$ cat src/rtl/uart_tx_arbiter_pkg.sv
// Shared types and helpers for the UART0 transmit arbiter.
//   state_t : arbiter FSM state
//   rr_next : wrap-around increment for the round-robin pointer
//   DEF_*   : default configuration (4 requesters, 8-bit bytes, 1024-cycle lock timeout)
package uart_arb_pkg;

  localparam int unsigned DEF_NUM_REQ      = 4;
  localparam int unsigned DEF_DATA_W       = 8;
  localparam int unsigned DEF_LOCK_TIMEOUT = 1024;

  localparam int unsigned ID_W  = $clog2(DEF_NUM_REQ);
  localparam int unsigned CNT_W = $clog2(DEF_LOCK_TIMEOUT);

  typedef enum logic {
    IDLE   = 1'b0,
    LOCKED = 1'b1
  } state_t;

  // Next index after ptr, wrapping to 0 at n
  function automatic int unsigned rr_next(input int unsigned ptr, input int unsigned n);
    return ((ptr + 32'd1) >= n) ? 32'd0 : (ptr + 32'd1);
  endfunction

endpackage

$ cat src/rtl/uart_tx_arbiter_if.sv
// Byte-stream bundle between the requesters, the arbiter and the UART TX core.
//   req_valid/req_data/req_last/req_ready : per-requester valid/ready byte streams
//   tx_valid/tx_data/tx_ready             : single stream into the UART TX core
// slave modport is the arbiter's view; master is the surrounding SoC wrapper.
interface uart_tx_arbiter_if
  import uart_arb_pkg::*;
#(
  parameter int unsigned NUM_REQ = DEF_NUM_REQ,
  parameter int unsigned DATA_W  = DEF_DATA_W
) ();

  logic [NUM_REQ-1:0]        req_valid;
  logic [NUM_REQ*DATA_W-1:0] req_data;
  logic [NUM_REQ-1:0]        req_last;
  logic [NUM_REQ-1:0]        req_ready;
  logic                      tx_valid;
  logic [DATA_W-1:0]         tx_data;
  logic                      tx_ready;

  modport slave (
    input  req_valid, req_data, req_last, tx_ready,
    output req_ready, tx_valid, tx_data
  );

  modport master (
    output req_valid, req_data, req_last, tx_ready,
    input  req_ready, tx_valid, tx_data
  );

endinterface

$ cat src/rtl/uart_tx_arbiter_rr_pick.sv
// Round-robin picker: first asserted req bit searching upward from ptr with wrap.
//   req   : request vector
//   ptr   : highest-priority index
//   found : any request asserted
//   idx   : chosen index (0 when nothing found)
module rr_pick #(
  parameter int unsigned N = 4,
  parameter int unsigned W = 2
) (
  input  logic [N-1:0] req,
  input  logic [W-1:0] ptr,
  output logic         found,
  output logic [W-1:0] idx
);

  // Scan ptr, ptr+1, ... mod N; the first hit wins
  always_comb begin
    found = 1'b0;
    idx   = '0;
    for (int unsigned i = 0; i < N; i++) begin
      if (!found && req[W'((32'(ptr) + i) % N)]) begin
        found = 1'b1;
        idx   = W'((32'(ptr) + i) % N);
      end
    end
  end

endmodule

$ cat src/rtl/uart_tx_arbiter.sv
// Packet-locked arbiter sharing the UART0 transmitter between NUM_REQ requesters.
//   clk, resetn  : clock, asynchronous active-low reset
//   bus          : requester streams in, UART TX stream out (slave modport)
//   grant_id     : current or most recent owner
//   busy         : lock held
//   timeout_evt  : one-cycle pulse after a stalled owner is force-released
// The owner's stream is passed through combinationally while locked; nothing is buffered.
module uart_tx_arbiter
  import uart_arb_pkg::*;
#(
  parameter int unsigned NUM_REQ      = DEF_NUM_REQ,
  parameter int unsigned DATA_W       = DEF_DATA_W,
  parameter int unsigned LOCK_TIMEOUT = DEF_LOCK_TIMEOUT
) (
  input  logic                       clk,
  input  logic                       resetn,
  uart_tx_arbiter_if.slave           bus,
  output logic [$clog2(NUM_REQ)-1:0] grant_id,
  output logic                       busy,
  output logic                       timeout_evt
);

  localparam int unsigned GID_W = $clog2(NUM_REQ);
  localparam int unsigned TMO_W = $clog2(LOCK_TIMEOUT);
  localparam logic [TMO_W-1:0] TMO_MAX = TMO_W'(LOCK_TIMEOUT - 1);

  state_t             state_q, state_d;
  logic [GID_W-1:0]   rr_ptr_q, rr_ptr_d;
  logic [GID_W-1:0]   grant_d;
  logic [GID_W-1:0]   pick_idx;
  logic [GID_W-1:0]   next_ptr;
  logic               pick_found;
  logic [TMO_W-1:0]   cnt_q, cnt_d;
  logic               timeout_c;
  logic               owner_valid;
  logic               owner_last;
  logic [DATA_W-1:0]  owner_data;

  rr_pick #(
    .N (NUM_REQ),
    .W (GID_W)
  ) u_pick (
    .req   (bus.req_valid),
    .ptr   (rr_ptr_q),
    .found (pick_found),
    .idx   (pick_idx)
  );

  // Owner's stream and the pointer value used on release
  assign owner_valid = bus.req_valid[grant_id];
  assign owner_last  = bus.req_last[grant_id];
  assign owner_data  = bus.req_data[32'(grant_id)*DATA_W +: DATA_W];
  assign next_ptr    = GID_W'(rr_next(32'(grant_id), NUM_REQ));
  assign busy        = (state_q == LOCKED);

  // Next state, lock counter and pass-through muxing
  always_comb begin
    state_d       = state_q;
    rr_ptr_d      = rr_ptr_q;
    grant_d       = grant_id;
    cnt_d         = cnt_q;
    timeout_c     = 1'b0;
    bus.tx_valid  = 1'b0;
    bus.tx_data   = '0;
    bus.req_ready = '0;

    unique case (state_q)
      IDLE: begin
        if (pick_found) begin
          grant_d = pick_idx;
          cnt_d   = '0;
          state_d = LOCKED;
        end
      end

      LOCKED: begin
        bus.tx_valid            = owner_valid;
        bus.tx_data             = owner_data;
        bus.req_ready[grant_id] = bus.tx_ready;

        if (owner_valid && bus.tx_ready) begin
          cnt_d = '0;
          if (owner_last) begin
            state_d  = IDLE;
            rr_ptr_d = next_ptr;
          end
        end else if (!owner_valid) begin
          // Only an absent owner ages the lock; back-pressure never does
          if (cnt_q == TMO_MAX) begin
            timeout_c = 1'b1;
            state_d   = IDLE;
            rr_ptr_d  = next_ptr;
            cnt_d     = '0;
          end else begin
            cnt_d = cnt_q + TMO_W'(1);
          end
        end
      end

      default: state_d = IDLE;
    endcase
  end

  // State, pointer, grant and counter registers
  always_ff @(posedge clk or negedge resetn) begin
    if (!resetn) begin
      state_q     <= IDLE;
      rr_ptr_q    <= '0;
      grant_id    <= '0;
      cnt_q       <= '0;
      timeout_evt <= 1'b0;
    end else begin
      state_q     <= state_d;
      rr_ptr_q    <= rr_ptr_d;
      grant_id    <= grant_d;
      cnt_q       <= cnt_d;
      timeout_evt <= timeout_c;
    end
  end

endmodule

$ cat src/flat_wrapper.sv
// flat-port wrapper written by rule: the top's interface ports become plain ports
module uart_tx_arbiter_flat import uart_arb_pkg::*;
#(
  parameter int unsigned NUM_REQ      = DEF_NUM_REQ,
  parameter int unsigned DATA_W       = DEF_DATA_W,
  parameter int unsigned LOCK_TIMEOUT = DEF_LOCK_TIMEOUT
)
  (clk, resetn, grant_id, busy, timeout_evt, bus_req_valid, bus_req_data, bus_req_last, bus_tx_ready, bus_req_ready, bus_tx_valid, bus_tx_data);
  uart_tx_arbiter_if #(.NUM_REQ(NUM_REQ), .DATA_W(DATA_W)) bus_i ();
  input  logic clk;
  input  logic resetn;
  output logic [$clog2(NUM_REQ)-1:0] grant_id;
  output logic busy;
  output logic timeout_evt;
  input wire logic [$bits(bus_i.req_valid)-1:0] bus_req_valid;
  input wire logic [$bits(bus_i.req_data)-1:0] bus_req_data;
  input wire logic [$bits(bus_i.req_last)-1:0] bus_req_last;
  input wire logic [$bits(bus_i.tx_ready)-1:0] bus_tx_ready;
  output wire logic [$bits(bus_i.req_ready)-1:0] bus_req_ready;
  output wire logic [$bits(bus_i.tx_valid)-1:0] bus_tx_valid;
  output wire logic [$bits(bus_i.tx_data)-1:0] bus_tx_data;
  assign bus_i.req_valid = bus_req_valid;
  assign bus_i.req_data = bus_req_data;
  assign bus_i.req_last = bus_req_last;
  assign bus_i.tx_ready = bus_tx_ready;
  assign bus_req_ready = bus_i.req_ready;
  assign bus_tx_valid = bus_i.tx_valid;
  assign bus_tx_data = bus_i.tx_data;
  uart_tx_arbiter #(.NUM_REQ(NUM_REQ), .DATA_W(DATA_W), .LOCK_TIMEOUT(LOCK_TIMEOUT)) u_core (.clk(clk), .resetn(resetn), .bus(bus_i), .grant_id(grant_id), .busy(busy), .timeout_evt(timeout_evt));
endmodule
$ cat config.mk
export PLATFORM = sky130hd
export DESIGN_NAME = uart_tx_arbiter_flat
export DESIGN_NICKNAME = d
export VERILOG_FILES = /design/src/rtl/uart_tx_arbiter_pkg.sv /design/src/rtl/uart_tx_arbiter_if.sv /design/src/rtl/uart_tx_arbiter_rr_pick.sv /design/src/rtl/uart_tx_arbiter.sv /design/src/flat_wrapper.sv
export SDC_FILE = /design/constraint.sdc
export NUM_CORES = 1
export LEC_CHECK = 0
export BUFFER_PORTS_ARGS = -buffer_cell sky130_fd_sc_hd__buf_2
export CAP_MARGIN = 20
export CELL_PAD_IN_SITES_DETAIL_PLACEMENT = 1
export CELL_PAD_IN_SITES_GLOBAL_PLACEMENT = 1
export CORE_MARGIN = 2
export CORE_UTILIZATION = 39
export CTS_BUF_LIST = sky130_fd_sc_hd__clkbuf_4 sky130_fd_sc_hd__clkbuf_8
export DETAILED_ROUTE_END_ITERATION = 10
export PLACE_DENSITY_LB_ADDON = 0.25
export SYNTH_ARGS = -nofsm -noshare
export SYNTH_HDL_FRONTEND = slang
export SYNTH_SLANG_ARGS = --single-unit
$ cat constraint.sdc
create_clock -name clk -period 5.09 [get_ports clk]
set_clock_uncertainty 0.15 [all_clocks]
set_input_delay 0.509 -clock clk [delete_from_list [all_inputs] [get_ports clk]]
set_output_delay 0.509 -clock clk [all_outputs]
set_load 0.05 [all_outputs]
Word-level counts from Yosys, hierarchy flattened
Cells that the tools add are included.
{"block": "word_totals", "regBits": 16, "inputBits": 43, "output_inout_bits": 17, "elab_cells": 82}
{"block": "classes", "addsub": 5, "order_cmp": 7, "eq_ne": 5, "shifts": 1, "n_mux": 45, "bitwise_logic": 2, "reduce_logical": 12}
{"op": "10-bit 2-to-1 mux", "count": 4}
{"op": "32-bit by 6-bit variable part select with 8-bit output", "count": 1}
{"op": "1-bit 2-to-1 mux", "count": 21}
{"op": "10-bit one-hot mux with 2 select lines", "count": 1}
{"op": "2-bit 2-to-1 mux", "count": 9}
{"op": "2-bit by 3-bit < comparator with 1-bit output (second input constant)", "count": 5}
{"op": "1-bit binary-select mux with 2-bit select", "count": 6}
{"op": "10-bit by 1-bit adder with 10-bit output (second input constant)", "count": 1}
{"op": "10-bit == test (second input constant)", "count": 1}
{"op": "8-bit 2-to-1 mux", "count": 1}
{"op": "1-bit logical AND", "count": 5}
{"op": "2-bit adder (second input constant)", "count": 2}
{"op": "4-bit bitwise AND", "count": 1}
{"op": "4-bit 2-to-1 mux", "count": 1}
{"op": "2-bit by 1-bit != test with 1-bit output (second input constant)", "count": 2}
{"op": "2-bit AND reduction", "count": 2}
{"op": "4-bit AND reduction", "count": 1}
{"op": "2-bit by 1-bit adder with 3-bit output (second input constant)", "count": 1}
{"op": "3-bit greater-or-equal comparator (second input constant)", "count": 1}
{"op": "1-bit logical NOT", "count": 3}
{"op": "3-bit != test (second input constant)", "count": 1}
{"op": "2-bit by 1-bit adder with 2-bit output (second input constant)", "count": 1}
{"op": "1-bit demux with 2-bit select", "count": 1}
{"op": "2-bit by 1-bit greater-or-equal comparator with 1-bit output (second input constant)", "count": 1}
{"op": "4 further kinds", "count": 4}

Longest topological paths before layout
{"block": "depth", "word_depth": 14, "depth_mapped": 6, "depth_no_buf": 5}

Cells and area by module
From an unflattened synthesis, not the netlist that was laid out.
{"block": "unflattened", "hier_cells": 127, "hier_area_um2": 1257.5}
{"module": "uart_tx_arbiter", "instances": 1, "cells_each": 112, "area_each_um2": 1179.9, "seq_area_each_um2": 400.4}
{"module": "rr_pick", "instances": 1, "cells_each": 15, "area_each_um2": 77.6, "seq_area_each_um2": 0.0}

Worst setup path after synthesis
OpenSTA, ideal clock, no wires.
{"block": "synth_timing", "path_type": "reg-to-output", "start": "register u_core.state_q (netlist: u_core.busy)", "end": "output bus_tx_data[1]", "t_arrival_ns": 1.994, "t_required_ns": 4.431, "slack_ns": 2.437, "stages_incl_launch_ff": 4, "path_buffers": 2, "path_cell_list": "dfrtp_1 clkdlybuf4s50_2 clkbuf_1 and2_1"}
{"block": "synth_via", "elab_chain_len": 1}
{"item": "start: declaration", "line_no": "uart_tx_arbiter.sv:27", "rtl": "state_t state_q, state_d;"}
{"item": "start signal: assignment", "line_no": "uart_tx_arbiter.sv:113", "rtl": "state_q <= state_d;"}
{"item": "8-bit 2-to-1 mux", "line_no": "uart_tx_arbiter.sv:67", "rtl": "unique case (state_q)"}
{"item": "end: declaration", "line_no": "flat_wrapper.sv:21", "rtl": "output wire logic [$bits(bus_i.tx_data)-1:0] bus_tx_data;"}
No other way between the ends.

Final worst setup path
{"block": "layout_timing", "start": "register u_core.grant_id[0]", "end": "output bus_tx_valid"}
{"block": "layout_via", "elab_chain_len": 3}
{"item": "start: declaration", "line_no": "uart_tx_arbiter.sv:18", "rtl": "output logic [$clog2(NUM_REQ)-1:0] grant_id,"}
{"item": "start signal: assignment", "line_no": "uart_tx_arbiter.sv:115", "rtl": "grant_id <= grant_d;"}
{"item": "1-bit binary-select mux with 2-bit select", "line_no": "uart_tx_arbiter.sv:50", "rtl": "assign owner_valid = bus.req_valid[grant_id];"}
{"item": "1-bit 2-to-1 mux (not written as such)", "line_no": "uart_tx_arbiter.sv:50"}
{"item": "1-bit 2-to-1 mux", "line_no": "uart_tx_arbiter.sv:67"}
{"item": "end: declaration", "line_no": "flat_wrapper.sv:20", "rtl": "output wire logic [$bits(bus_i.tx_valid)-1:0] bus_tx_valid;"}
No other way between the ends. The select of a mux whose other input is x is not followed.

==> summary.md <==
• flop to output port — category of the most critical setup path
• 4.071 mm — total wirelength of the detailed-routed design
• 340.1 MHz — Highest Clock Rate
• 16 — count of state elements after synthesis
• output port — type of element capturing the critical path
• 59 — IO buf count
• 0 — # diodes
• 1373 µm² — cell area after synthesis
• 1,339 — number of global-route vias before repair
• 4.43 ns — required arrival time at the worst endpoint
• 45 — Yosys cell types
• 0.10 ns — clock edge transition at the registers on the reported setup and hold paths
• 4010 µm² — Die ar.
• 17.03 µm — wire length per cell after detailed routing
• 2.50 ns — reg2reg setup slack
• 6.989 mm — global-route wire length before repair
• flop — element type at the critical path start
• dfrtp_1, mux4_2, ha_1 — leading post-synthesis cells by cell area
• 1.000 — Async SR Flop Fraction
• 2.28 ns — Worst Path Arrival
• 0.2917 — sequential element share of the synthesized area
• 243 — net count reported at finish
• 0 — final antenna-violating net count
• built — CTS tree
• 3363 µm² — Placeable Area
• 0.7323 ns — transition time of the tightest slew-check pin
• 15 — Max FO, Critical Path
• 0.5118 — worst slew margin relative to its limit
• clkbuf_4 — root cell of the clock tree
• 0 — Synthesis Warnings
• 140 — Synth Instances
• 188 — nets in the synthesized netlist
• 25 — maximum number of pins on one net before global-route repair
• 23.88% — post-synthesis to final-layout area growth
• u_core.grant_id[0] — Crit. Startpoint
• 1,339 — total number of vias
• 4 — iteration count of the initial detailed-routing pass
• 0.8055 nW — leakage power
• 0 — PostCTS Resize Cnt
• 0 — MaxCap Viol Count
• 0 — number of hold violations in the final report
• dfrtp_1 — most used flip-flop cell after synthesis
• 0 — Final setup violation count
• 2.940 ns — Tmin final
• 3.261 mm — half-perimeter wire length after placement
• 0.4145 — share of final-layout standard cells stronger than drive strength 1
• 0.2917 — post-synth top area share
• 60 — I/O pin count
• u_core.grant_id[0] — Critical R2R Launch
• 0 — remaining design rule violation count
• 0.2212 — aggregate global-route resource usage
• false — RSZ-0062 raised after global routing
• 0.29 ns — Skew-Pair Late Insertion Delay
• 436 — total of fill cells in the finished design
• 4 — length in cells of the worst reg-to-reg path
• 0 — antenna violations before repair
• 0.5776 — Period Utilization, post-route
• 21 — number of placement rows
• 0.8772 mW — Power, Total
• flop to flop — class of the tightest hold or removal check
• 5.603 — routed via count divided by cell count
• 9.804 µm² — per-instance average area after synthesis
• 0.7978 — gp weighted congestion
• u_core.rr_ptr_q[1] — destination of the worst register-to-register timing path
• 63.33 µm — Die Span X
• 1 — H-tree levels
• 52 — violation count after the first detailed-route iteration
• 0 — Post-synth EDFFs
• finished, final reports clean — status
• bus_tx_valid — crit path to
• 0 — GR Overflow Total
• 515.9 nW/µm² — ratio of total power to cell area
• 2 — buffers from clock root to sink, at most
• 0.0003020 V — worst voltage drop across the vdd grid
• 1 — cell depth of the worst hold path
• 0 — number of max-slew violations in the final report
• 0.4081 — starting density of the core
• dfrtp_1 — largest area contributor in the netlist
• 0 ns — Setup Total Neg Slack
• 3 — number of buffers created by CTS
• 63.33 µm — floorplan die height
• 16 — clock sink total
==> cell usage after synthesis, drive strengths merged, types with 2 or more instances <==
library cell and number:
o22ai 3, nor2b 2, and2 10, a311oi 3, dfrtp 16, nor2 7, clkbuf 5, o21ai 8
nand3 9, nand4 3, nor4 2, a31oi 5, and3 9, inv 7, buf 4, mux2 2
mux4 10, nand2 7, ha 5, a21oi 5, mux2i 3
==> layout by cell type, fill, tap and decap left out, drive strengths merged, types with 2 or more instances in the layout <==
master	n
mux4	10
and3	9
o21ai	8
buf	59
inv	7
nand4	3
nor4	2
nor2	7
nand2	7
a311oi	3
clkbuf	3
a31oi	5
dfrtp	16
ha	5
mux2i	3
a21oi	5
o22ai	3
nor2b	2
nand3	9
and2	10
mux2	2
==> where the power goes <==
group / internal, mW / switching [mW]
Combinational: 0.212 / 0.356
Sequential: 0.154 / 0.0862
Clock: 0.0275 / 0.0414
==> timing repair <==
item | in CTS | in global routing
hold endpoints to repair | 16 | 0
hold buffers | 1 | 0
buffers inserted | 0 | 0
==> flip-flops by register name, indices dropped and copies added, names as in the netlist <==
name                cells
u_core.rr_ptr_q         2
u_core.grant_id         2
u_core.cnt_q           10
u_core.timeout_evt      1
u_core.busy             1
==> critical path: stages, from the launching register on <==
cell	delay, ns
dfrtp_1	0.83
mux4_2	0.72
and2_2	0.23
buf_2	0.21
==> per-layer routing <==
layer	routed length (µm)	track usage
met1	1714	0.2763
met2	2249	0.4066
met3	89	0.03571
met4	17	0.03261
met5	0	0
==> stage by stage <==
stage	instance area [µm²]	hold WS, ns	setup slack [ns]	utilization	instances
after global routing	1700	0.3877	2.004	0.5056	239
after global placement	1668	0.3007	2.485	0.4959	235
after detailed placement	1668	0.3017	2.435	0.4959	235
after floorplan	1373	0.06341	2.437	-	140
after CTS	1700	0.3532	2.108	0.5056	239
final	1700	0.3594	2.150	0.5056	239
==> area by class of cell <==
type	instances	area, µm²	share of cell area
Clock buffer	3	22.52	0.01325
Inverter	7	26.28	0.01545
Multi-Input combinational cell	107	888.4	0.5224
Sequential cell	16	400.4	0.2355
Tap cell	46	57.56	0.03385
Timing Repair Buffer	60	305.3	0.1795
==> kinds of logic (layout without fill, tap and decap cells) <==
kind of cell | count (synthesis) | after routing | share of synthesized area
simple gates | 56 | 56 | 0.2452
compound gates | 31 | 31 | 0.1513
buf+inv | 17 | 70 | 0.06108
flops | 16 | 16 | 0.2917
mux | 15 | 15 | 0.2051
fa+ha+maj | 5 | 5 | 0.04558
==> worst min-delay path by stage <==
stage / end / from
CTS: u_core.cnt_q[9] / u_core.cnt_q[9]
detailed placement: u_core.cnt_q[0] / resetn
global placement: u_core.cnt_q[0] / resetn
finish: u_core.cnt_q[9] / u_core.cnt_q[9]
floorplan: u_core.busy / resetn
global route: u_core.cnt_q[9] / u_core.cnt_q[9]
(Power assumes the default switching activity.)
